**src/rtl/vga_dither_sequencer.sv**
```systemverilog
// Purpose : raster timing + framebuffer read sequencing around external R/G/B dither engines, sync aligned to colour.
// Latency : 2 clk from framebuffer address/read strobe to vga_rgb; hsync/vsync/frame_start share that delay.
// Backpressure: none; one pixel per clock, the RAM must answer every read one clock later.
//
// Ports:
//   clk, rst          pixel clock, synchronous active-low reset
//   dither_on         dithered (1) or truncated (0) colour, taken once per frame
//   fb_addr/fb_rd     linear raster-order read address and strobe; fb_data returns one clock later
//   dith_in/dith_out  colour to / from the three combinational dither engines
//   dith_visible      engine qualifier, low during every blanking interval (clears engine error)
//   dith_rst          active-high engine reset, held one clock past reset release
//   vga_rgb, hsync, vsync, frame_start   registered DAC/pin outputs
// Optional feature: define DITHER_TESTPAT_EN to add input test_pat, which replaces framebuffer
// data with a horizontal grey ramp for the whole frame (selected at the frame boundary).

module vga_dither_sequencer #(
    parameter int   H_VIS    = 640,
    parameter int   H_FP     = 16,
    parameter int   H_SYNC   = 96,
    parameter int   H_BP     = 48,
    parameter int   V_VIS    = 480,
    parameter int   V_FP     = 10,
    parameter int   V_SYNC   = 2,
    parameter int   V_BP     = 33,
    parameter logic SYNC_POL = 1'b0,
    parameter int   AW       = 19
) (
    input  logic          clk,
    input  logic          rst,
    input  logic          dither_on,
`ifdef DITHER_TESTPAT_EN
    input  logic          test_pat,
`endif
    output logic [AW-1:0] fb_addr,
    output logic          fb_rd,
    input  logic [23:0]   fb_data,
    output logic [23:0]   dith_in,
    output logic          dith_visible,
    output logic          dith_rst,
    input  logic [23:0]   dith_out,
    output logic [23:0]   vga_rgb,
    output logic          hsync,
    output logic          vsync,
    output logic          frame_start
);

    localparam int H_TOT = H_VIS + H_FP + H_SYNC + H_BP;
    localparam int V_TOT = V_VIS + V_FP + V_SYNC + V_BP;
    localparam int HW    = $clog2(H_TOT);
    localparam int VW    = $clog2(V_TOT);

    localparam logic [HW-1:0] H_MAX    = HW'(H_TOT - 1);
    localparam logic [HW-1:0] H_VIS_C  = HW'(H_VIS);
    localparam logic [HW-1:0] HS_BEG   = HW'(H_VIS + H_FP);
    localparam logic [HW-1:0] HS_END   = HW'(H_VIS + H_FP + H_SYNC);
    localparam logic [VW-1:0] V_MAX    = VW'(V_TOT - 1);
    localparam logic [VW-1:0] V_VIS_C  = VW'(V_VIS);
    localparam logic [VW-1:0] VS_BEG   = VW'(V_VIS + V_FP);
    localparam logic [VW-1:0] VS_END   = VW'(V_VIS + V_FP + V_SYNC);
    localparam logic [AW-1:0] ADDR_MAX = AW'(H_VIS * V_VIS - 1);

    typedef enum logic [1:0] {
        ST_ACTIVE  = 2'd0,
        ST_H_BLANK = 2'd1,
        ST_V_BLANK = 2'd2
    } raster_st_t;

    // ---------------- stage 0: raster counters and read issue ----------------
    raster_st_t    state_q, state_d;
    logic [HW-1:0] h_q, h_d;
    logic [VW-1:0] v_q, v_d;
    logic [AW-1:0] addr_q, addr_d;
    // run_q holds the raster at (0,0) for the first clock after reset release,
    // so fb_rd stays low while rst is asserted even though (0,0) is visible.
    logic          run_q;
    logic          act_s0;
    logic          rd_s0;
    logic          hs_s0;
    logic          vs_s0;
    logic          frame_s0;

    assign act_s0   = run_q && (state_q == ST_ACTIVE);
    assign frame_s0 = run_q && (h_q == '0) && (v_q == '0);
    assign hs_s0    = (h_q >= HS_BEG) && (h_q < HS_END);
    assign vs_s0    = (v_q >= VS_BEG) && (v_q < VS_END);

    // Per-frame mode bits, updated only at the frame boundary so a frame is never mixed.
    logic dith_on_q;

`ifdef DITHER_TESTPAT_EN
    logic       tp_q;
    logic       tp_s0;
    logic       tp_d1_q;
    logic [7:0] hlo_d1_q;

    // Pixel (0,0) already belongs to the new frame, so it sees the incoming test_pat value.
    assign tp_s0 = frame_s0 ? test_pat : tp_q;
    assign rd_s0 = act_s0 && !tp_s0;
`else
    assign rd_s0 = act_s0;
`endif

    assign fb_rd   = rd_s0;
    assign fb_addr = addr_q;

    always_comb begin
        h_d     = h_q;
        v_d     = v_q;
        addr_d  = addr_q;
        state_d = state_q;
        if (run_q) begin
            if (h_q == H_MAX) begin
                h_d = '0;
                v_d = (v_q == V_MAX) ? '0 : v_q + 1'b1;
            end else begin
                h_d = h_q + 1'b1;
            end
            // The address advances on visible pixels even in test-pattern frames so the
            // next framebuffer frame still starts at address 0.
            if (act_s0) begin
                addr_d = (addr_q == ADDR_MAX) ? '0 : addr_q + 1'b1;
            end
            if (v_d >= V_VIS_C) begin
                state_d = ST_V_BLANK;
            end else if (h_d >= H_VIS_C) begin
                state_d = ST_H_BLANK;
            end else begin
                state_d = ST_ACTIVE;
            end
        end
    end

    always_ff @(posedge clk) begin
        if (!rst) begin
            state_q <= ST_ACTIVE;
            h_q     <= '0;
            v_q     <= '0;
            addr_q  <= '0;
            run_q   <= 1'b0;
        end else begin
            state_q <= state_d;
            h_q     <= h_d;
            v_q     <= v_d;
            addr_q  <= addr_d;
            run_q   <= 1'b1;
        end
    end

    // ---------------- stage 1: engine feed ----------------
    logic vis_d1_q;
    logic hs_d1_q;
    logic vs_d1_q;
    logic fs_d1_q;
    logic dith_rst_q;

    always_ff @(posedge clk) begin
        if (!rst) begin
            vis_d1_q   <= 1'b0;
            hs_d1_q    <= ~SYNC_POL;
            vs_d1_q    <= ~SYNC_POL;
            fs_d1_q    <= 1'b0;
            dith_on_q  <= 1'b0;
            dith_rst_q <= 1'b1;
        end else begin
            vis_d1_q   <= act_s0;
            hs_d1_q    <= hs_s0 ? SYNC_POL : ~SYNC_POL;
            vs_d1_q    <= vs_s0 ? SYNC_POL : ~SYNC_POL;
            fs_d1_q    <= frame_s0;
            // Registered from ~run_q: releases one clock after the raster starts, just as
            // the first pixel reaches the engines.
            dith_rst_q <= ~run_q;
            if (frame_s0) begin
                dith_on_q <= dither_on;
            end
        end
    end

`ifdef DITHER_TESTPAT_EN
    always_ff @(posedge clk) begin
        if (!rst) begin
            tp_q     <= 1'b0;
            tp_d1_q  <= 1'b0;
            hlo_d1_q <= '0;
        end else begin
            tp_q     <= tp_s0;
            tp_d1_q  <= tp_s0;
            hlo_d1_q <= 8'(h_q);
        end
    end

    assign dith_in = !vis_d1_q ? 24'h0 :
                     tp_d1_q   ? {3{hlo_d1_q}} : fb_data;
`else
    assign dith_in = vis_d1_q ? fb_data : 24'h0;
`endif

    assign dith_visible = vis_d1_q;
    assign dith_rst     = dith_rst_q;

    // ---------------- stage 2: colour select and output registers ----------------
    logic [23:0] trunc_rgb;
    logic [23:0] rgb_d;
    logic [23:0] rgb_q;
    logic        hs_d2_q;
    logic        vs_d2_q;
    logic        fs_d2_q;

    assign trunc_rgb = {dith_in[23:20], 4'h0, dith_in[15:12], 4'h0, dith_in[7:4], 4'h0};

    always_comb begin
        rgb_d = 24'h0;
        if (vis_d1_q) begin
            rgb_d = dith_on_q ? dith_out : trunc_rgb;
        end
    end

    always_ff @(posedge clk) begin
        if (!rst) begin
            rgb_q   <= 24'h0;
            hs_d2_q <= ~SYNC_POL;
            vs_d2_q <= ~SYNC_POL;
            fs_d2_q <= 1'b0;
        end else begin
            rgb_q   <= rgb_d;
            hs_d2_q <= hs_d1_q;
            vs_d2_q <= vs_d1_q;
            fs_d2_q <= fs_d1_q;
        end
    end

    assign vga_rgb     = rgb_q;
    assign hsync       = hs_d2_q;
    assign vsync       = vs_d2_q;
    assign frame_start = fs_d2_q;

endmodule

```
**config.mk**
```make
export PLATFORM = sky130hd
export DESIGN_NAME = vga_dither_sequencer
export DESIGN_NICKNAME = d
export VERILOG_FILES = /design/src/rtl/vga_dither_sequencer.sv
export SDC_FILE = /design/constraint.sdc
export NUM_CORES = 1
export LEC_CHECK = 0
export ABC_AREA = 1
export CAP_MARGIN = 0
export CORE_MARGIN = 3
export CORE_UTILIZATION = 34
export DETAILED_ROUTE_END_ITERATION = 10
export PLACE_DENSITY_LB_ADDON = 0.15
export SETUP_SLACK_MARGIN = 0.3
export SYNTH_ARGS = -nofsm -noshare
export SYNTH_HDL_FRONTEND = slang
export SYNTH_SLANG_ARGS = --single-unit
```
**constraint.sdc**
```tcl
create_clock -name clk -period 2.61 [get_ports clk]
set_input_delay 0.6525 -clock clk [delete_from_list [all_inputs] [get_ports clk]]
set_output_delay 0.6525 -clock clk [all_outputs]
set_load 0.1 [all_outputs]
```
======== Word-level counts from Yosys, hierarchy flattened ========
Index checks and enable logic that the tools add are counted.
storage, ports and cells
  register bits ........................... 75
  bits of input ports ..................... 51
  memories kept ........................... 0
  bits in latches ......................... 0
  output and inout bits ................... 73
  bits in read-only memories .............. 0
  logic and storage cells ................. 53
  RAM bits ................................ 0
cells by class
  add/subtract/negate cells ............... 3
  reductions and logical operators ........ 11
  equality and inequality tests ........... 3
  multipliers ............................. 0
  shift-type cells ........................ 0
  $lt $le $gt $ge ......................... 6
  div/mod/pow operators ................... 0
  bitwise gates (word level) .............. 1
  muxes and demuxes ....................... 13
operators with widths
  kind                                                                                   number
  10-bit two-way mux                                                                     5
  24-bit two-way mux                                                                     2
  10-bit by 1-bit adder with 10-bit output (second input constant)                       2
  10-bit == test (second input constant)                                                 2
  10-bit greater-or-equal comparator (second input constant)                             2
  10-bit by 9-bit greater-or-equal comparator with 1-bit output (second input constant)  2
  10-bit zero test                                                                       2
  19-bit by 1-bit adder with 19-bit output (second input constant)                       1
  19-bit == test (second input constant)                                                 1
  19-bit two-way mux                                                                     1
  10-bit < comparator (second input constant)                                            1
  10-bit by 9-bit < comparator with 1-bit output (second input constant)                 1
  1-bit logical AND                                                                      5
  1-bit two-way mux                                                                      4
  2-bit AND reduction                                                                    2
  3-bit AND reduction                                                                    1
  2-bit zero test                                                                        1
  2-bit two-way mux                                                                      1
  1-bit inverter                                                                         1

======== Depth between registers and ports, before layout ========
Gate-level depths: netlist of the first run.
  depth in word-level cells ............... 6
  gate-level depth with buffers ........... 12
  depth with buffers taken out ............ 12

======== Worst setup path after synthesis of the first run ========
No wires, ideal clock.
  path kind ............................... register to output
  from .................................... register vis_d1_q (netlist: dith_visible)
  to ...................................... output port dith_in[12]
  path buffers ............................ 2
  cell stages (with the launch flop) ...... 5
  setup slack ............................. -225 ps
  required time ........................... 1957 ps
  data arrival time ....................... 2182 ps
  cells stage by stage .................... dfxtp_1 -> clkbuf_1 -> clkbuf_1 -> nand2_1 -> inv_1
between the ends
  longest elaborated chain between the ends .. 1
ends and longest elaborated chain
  element                 RTL line  RTL
  from (decl)             150       logic vis_d1_q;
  from (signal assigned)  165       vis_d1_q <= act_s0;
  24-bit two-way mux      194       assign dith_in = vis_d1_q ? fb_data : 24'h0;
  to (decl)               37        output logic [23:0] dith_in,
No other way between the ends.

======== Final worst setup path of the first run ========
  from .................................... input port fb_data[5]
  to ...................................... output port dith_in[5]
between the ends
  longest elaborated chain between the ends .. 1
ends and longest elaborated chain
  element             RTL line  RTL
  from (decl)         36        input logic [23:0] fb_data,
  24-bit two-way mux  194
No other way between the ends.

==> results of run 1 <==
-- report_power, final --
group / switching [mW] / leakage (nW) / total [mW] / internal [mW]
sequential: 0.0192 / 0.608 / 1.18 / 1.16
clock: 0.435 / 0.125 / 1.06 / 0.624
combinational: 0.319 / 1.50 / 0.493 / 0.174
-- through the flow --
step	cell area (µm²)	cells	setup slack [ns]
after floorplan	3660	516	0.310
after global placement	5160	763	0.404
after detailed placement	5160	763	0.355
after CTS	5410	779	0.416
after global routing	5410	779	0.392
final	5410	779	0.432
-- critical path, delay by kind of cell --
kind,cells,cell delay [ns]
buf+inv,3,0.77
simple gates,1,0.10
-- cell usage in the layout, fill, tap and decap left out, types with 3 or more instances in the layout --
cell type / Yosys / layout
a21oi_1: 29 / 29
buf_12: 0 / 25
buf_4: 0 / 51
clkbuf_8: 0 / 10
clkdlybuf4s50_1: 0 / 50
clkinv_4: 1 / 3
clkinvlp_4: 0 / 20
dfxtp_1: 75 / 74
ha_1: 6 / 6
inv_1: 83 / 63
inv_2: 4 / 4
nand2_1: 121 / 121
nand2_2: 3 / 3
nand3_1: 29 / 29
nand4_1: 9 / 9
nor2_1: 56 / 56
nor2_2: 4 / 4
nor2_4: 4 / 4
nor3_1: 11 / 11
nor3b_1: 5 / 5
nor4_1: 5 / 5
o21ai_0: 31 / 31
o22ai_1: 4 / 4
xor2_1: 5 / 5
-- worst paths after layout --
check | start | end | slack [ns] | cells after the start
worst max register to register | h_q[1] | state_q[1] | 0.84 | 9
worst min register to register | hs_d1_q | hsync | 0.42 | 1
worst max-delay path | fb_data[5] | dith_in[5] | 0.43 | 4
worst min-delay path | hs_d1_q | hsync | 0.42 | 1
-- layer usage --
metal,global-route usage [%],routed length [µm],vias to the layer above
li1,-,-,1892
met1,22.4,4730,1667
met2,28.6,4680,131
met4,5.05,106,0
met5,0,0,-
met3,5.09,959,10
-- sequential cells by signal (all words and copies together) (netlist names) --
signal / flops
fb_addr: 19
vs_d1_q: 1
v_q: 10
dith_on_q: 1
hsync: 1
vga_rgb: 24
h_q: 10
state_q: 2
frame_start: 1
dith_visible: 1
hs_d1_q: 1
dith_rst: 1
fs_d1_q: 1
vsync: 1
run_q: 1
-- cell families after synthesis --
group	after synthesis	synth area share, %
compound gates	75	11.5
buf+inv	100	10.7
xor+xnor	5	1.22
fa+ha+maj	6	2.09
flops	75	41.9
simple gates	255	32.6
-- area by class of cell --
class / instances / area (µm²)
timing repair buffer: 126 / 1380
multi-input combinational: 341 / 1700
clock buffer: 11 / 163
fill: 992 / 4590
clock inverter: 5 / 82.6
inverter: 88 / 410
sequential: 75 / 1510
tap: 133 / 166
==> out/qor.yml, run 1 <==
finish:
  fin_util_pct: 54.1
  fin_nets: 698
  syn2layout_area_growth_pct: 51.0
  layout-drive-gt1-share_pct: 21.2
  diodes: 0
synth:
  seq_area_frac_synth_pct: 41.9
  synth_most_common_cell: "nand2_1"
  syn_inst: 516
  netlist_top_cells_count: "nand2_1, inv_1, dfxtp_1"
  synth_edf_count: 0
  ys.flop_type: "dfxtp_1"
  synth_area_mm2: 0.00358
  synth_area_leaders: "dfxtp_1, nand2_1, inv_1, nor2_1, o21ai_0"
  synth_cell_types: 35
  synth_area_leader_cell: "dfxtp_1"
  synth-async-reset-ratio_pct: 0
  synth_warnings: 0
  ys_ff_latch: 75
  synth_top_cell_area_share_pct: 41.9
  synth_fp_nets: 573
  syn_area_per_cell_um2: 6.94
pwr:
  peakVddDrop_v: 0.000241
  p_total_mw: 2.73
  p_leak_nw: 2.23
  pwr_density_cell_mw_per_mm2: 505
grt:
  track_usage_pct: 17.5
  grt_max_degree: 27
  antenna_found_initial: 0
  globalRouteOverflowTotal: 0
  grt_first_pass_wirelength_um: 16400
  grt_pass1_vias: 3380
setup_path:
  path_max_fanout: 2
  cp.required_ns: 1.96
  cp.arrival_ns: 1.53
  slowest_delay_ns: 0.47
  slowest_stage: "clkdlybuf4s50_1"
  setup.worst_path.class: "in2out"
  end_kind: "primary output"
  worstPathCellList: "clkdlybuf4s50_1 -> nand2_1 -> inv_1 -> buf_12"
  cp-start-kind: "input port"
sta:
  period_minus_slack_ns: 2.18
  worst_pin_slew_ns: 0.601
  clock.fmax_mhz: 459
  clock_skew_ns: 0.00868
  setup_viol: 0
  finalCritPeriodShare_pct: 83.4
  hold-worst-slack_ns: 0.424
  tns_ns: 0
  rsz0062_at_grt: "no"
  drv_slew: 0
  maxSlewHeadroom_pct: 59.9
  hold_viol_final: 0
route:
  routed_wl_um: 10500
  routedWlPerCell_um: 13.4
  detail_route.iter0.violations: 244
  drc_errors: 0
  vias_per_cell: 4.75
  route.vias.total: 3700
  firstDrtPassIters: 4
  ant_nets: 0
die:
  die_height_um: 109
  core_area_mm2: 0.0100
  die_width_um: 109
  ios: 124
  start_util_pct: 35.8
  dieArea_mm2: 0.0118
  rows: 36
placed_design:
  place.port_buffers: 123
  dp_hpwl_um: 8290
  place_congestion: 0.892
outcome:
  outcome: "finished clean"
cts:
  cts_setup_buffers: 0
  cts_resized: 0
  cts.sinks: 75
  cts_tree: "built"
  clk_latency_ns: 0.34
  clock_path_buffers: 2
  htree_num_levels: 3
  root_buffer: "clkbuf_8"
  clkTransAtPathRegs_ns: 0.08
  postCtsHoldBufs: 0
  cts-buffers-inserted: 9
job:
  maxCapViolations: 0
min_path:
  hold_class: "reg2reg"
Note: power is estimated with default switching activity, not from simulation.
==> run 2: changes to the inputs <==
Clock period 2.61 ns to 2 ns, I/O delays scaled along.
==> out/qor.yml, run 2 (synthesis gave the netlist of run 1 again) <==
outcome:
  outcome: "finished clean"  # unchanged
finish:
  largest_reg_flops: 24  # unchanged
  finalInstanceArea_mm2: 0.00600  # was 0.00541 mm²
  final_cell_mix: "nand2_1, inv_1, nor2_1, buf_4, dfxtp_1"  # was nand2_1, dfxtp_1, inv_1, nor2_1, buf_4
  syn2layout_area_growth_pct: 67.3  # was 51.0%
  register_area_mm2: 0.00156  # was 0.00151 mm²
  fin_nets: 722  # was 698
  final_common_cell: "nand2_1"  # unchanged
  layout-drive-gt1-share_pct: 33.9  # was 21.2%
  fillers: 892  # was 992
  diodes: 0  # unchanged
  multi_input_area_mm2: 0.00185  # was 0.00170 mm²
cts:
  clock_path_buffers: 2  # unchanged
  root_buffer: "clkbuf_8"  # unchanged
  cts_tree: "built"  # unchanged
  cts-buffers-inserted: 9  # unchanged
  clkTransAtPathRegs_ns: 0.08  # about the same
  cts.sinks: 75  # unchanged
  clk_latency_ns: 0.36  # was 0.34 ns
  htree_num_levels: 3  # unchanged
sta:
  maxSlewHeadroom_pct: 60.3  # was 59.9%
  hold_viol_final: 0  # unchanged
  clock.fmax_mhz: 565
  tns_ns: 0  # unchanged
  period_minus_slack_ns: 1.77
  rsz0062_at_grt: "yes"  # was no
  finalCritPeriodShare_pct: 88.4
  setup_viol: 0  # unchanged
  clock_skew_ns: 0.00802  # was 0.00868 ns
  drv_slew: 0  # unchanged
  worst_pin_slew_ns: 0.595  # was 0.601 ns
setup_path:
  end_kind: "primary output"  # unchanged
  setup.worst_path.class: "reg2out"  # was in2out
  cp.required_ns: 1.50  # was 1.96 ns
  rr_startpoint: "h_q[0]"  # was h_q[1]
  cp-start-kind: "flop"  # was input port
  cp.arrival_ns: 1.27  # was 1.53 ns
  path_max_fanout: 13  # was 2
  r2r_end: "state_q[0]"  # was state_q[1]
  reg2reg_slack_ns: 0.39  # was 0.84 ns
  r2r_cells: 10  # was 9
  critPathLaunch: "dith_visible"  # was fb_data[5]
  crit_end: "dith_in[22]"  # was dith_in[5]
pwr:
  p_total_mw: 3.32  # was 2.73 mW
  sw_frac_of_total_pct: 32.1  # was 28.3%
  p_switching_mw: 1.07  # was 0.773 mW
  p_int_mw: 2.25  # was 1.96 mW
  p_seq_share_pct: 46.1  # was 43.2%
  p_clk_share_pct: 32.3  # was 38.7%
  pwr_density_cell_mw_per_mm2: 554  # was 505 mW/mm²
  power_frac_comb_pct: 21.6  # was 18.0%
  peakVddDrop_v: 0.000273  # was 0.000241 V
  p_leak_nw: 2.45  # was 2.23 nW
grt:
  grt_pass1_vias: 3629  # was 3380
  grt_max_degree: 26  # was 27
  antenna_found_initial: 0  # unchanged
  globalRouteOverflowTotal: 0  # unchanged
  grt_first_pass_wirelength_um: 17900  # was 16400 µm
  track_usage_pct: 19.3  # was 17.5%
die:
  ios: 124  # unchanged
  rows: 36  # unchanged
  die_width_um: 109  # unchanged
  dieArea_mm2: 0.0118  # unchanged
  start_util_pct: 35.8  # unchanged
  die_height_um: 109  # unchanged
  core_area_mm2: 0.0100  # unchanged
placed_design:
  place_congestion: 0.919  # was 0.892
  dp_hpwl_um: 8460  # was 8290 µm
  place.port_buffers: 123  # unchanged
  detailed_place.area_mm2: 0.00552  # was 0.00516 mm²
job:
  maxCapViolations: 0  # unchanged
min_path:
  min_from: "hs_d1_q"  # unchanged
  hold_class: "reg2reg"  # unchanged
route:
  detail_route.iter0.violations: 228  # was 244
  routedWlPerCell_um: 14.2  # was 13.4 µm
  routed_wl_um: 11400  # was 10500 µm
  drc_errors: 0  # unchanged
  route.vias.total: 3894  # was 3700
  firstDrtPassIters: 5  # was 4
  ant_nets: 0  # unchanged
  vias_per_cell: 4.85  # was 4.75
-- run 2: final cells by class --
class	instances	area share, %
clock buffers	10	2.30
clock inverters	6	0.689
inverters	88	7.26
multi-input cells	341	30.9
flip-flops and latches	75	26.0
well taps	133	2.78
repair buffers	149	30.1
repair inverters	1	0.104
-- run 2: through the flow --
stage / setup slack, ns / utilization (%) / cells / hold WS, ns
6_report: 0.231 / 60.0 / 803 / 0.419
5_1_grt: 0.167 / 60.0 / 803 / 0.440
3_3_place_gp: 0.0526 / 55.2 / 766 / 0.404
2_1_floorplan: 0.186 / - / 516 / 0.390
3_5_place_dp: 0.0293 / 55.2 / 766 / 0.412
4_1_cts: 0.222 / 58.7 / 794 / 0.424
-- run 2: routing by layer --
metal / GRT usage, % / vias to the layer above / part of all wire [%]
li1: - / 1948 / -
met1: 23.8 / 1770 / 43
met2: 31.6 / 163 / 46
met3: 6.22 / 13 / 9.6
met4: 6.76 / 0 / 1.4
met5: 0 / - / 0
-- run 2: worst min-delay path by stage --
stage,depth (start not counted),end
after floorplan,2,frame_start
after global placement,2,frame_start
after global routing,1,vsync
after CTS,1,hsync
after detailed placement,1,hsync
final,1,hsync
-- run 2: power by group through the flow --
stage                     clock network [mW]  registers, mW  logic (mW)
after global routing                    1.20           1.54       0.754
after CTS                               1.11           1.53       0.709
after detailed placement                   0           1.58       0.670
after floorplan                            0           1.67       0.300
after global placement                     0           1.58       0.664
final                                   1.07           1.53       0.717
-- run 2: worst max-delay path, cell delays in order, from the launching register on --
cell and delay [ns]:
dfxtp_4 0.37, buf_12 0.16, nand2_2 0.10, clkinvlp_4 0.11, buf_12 0.17
-- run 2: what timing repair did --
action,in CTS,in global routing
gates resized for setup,55,25
cloned,0,1
hold buffers,0,0
buffers inserted,12,8
endpoints found under the setup margin,27,37
pin swaps,18,5
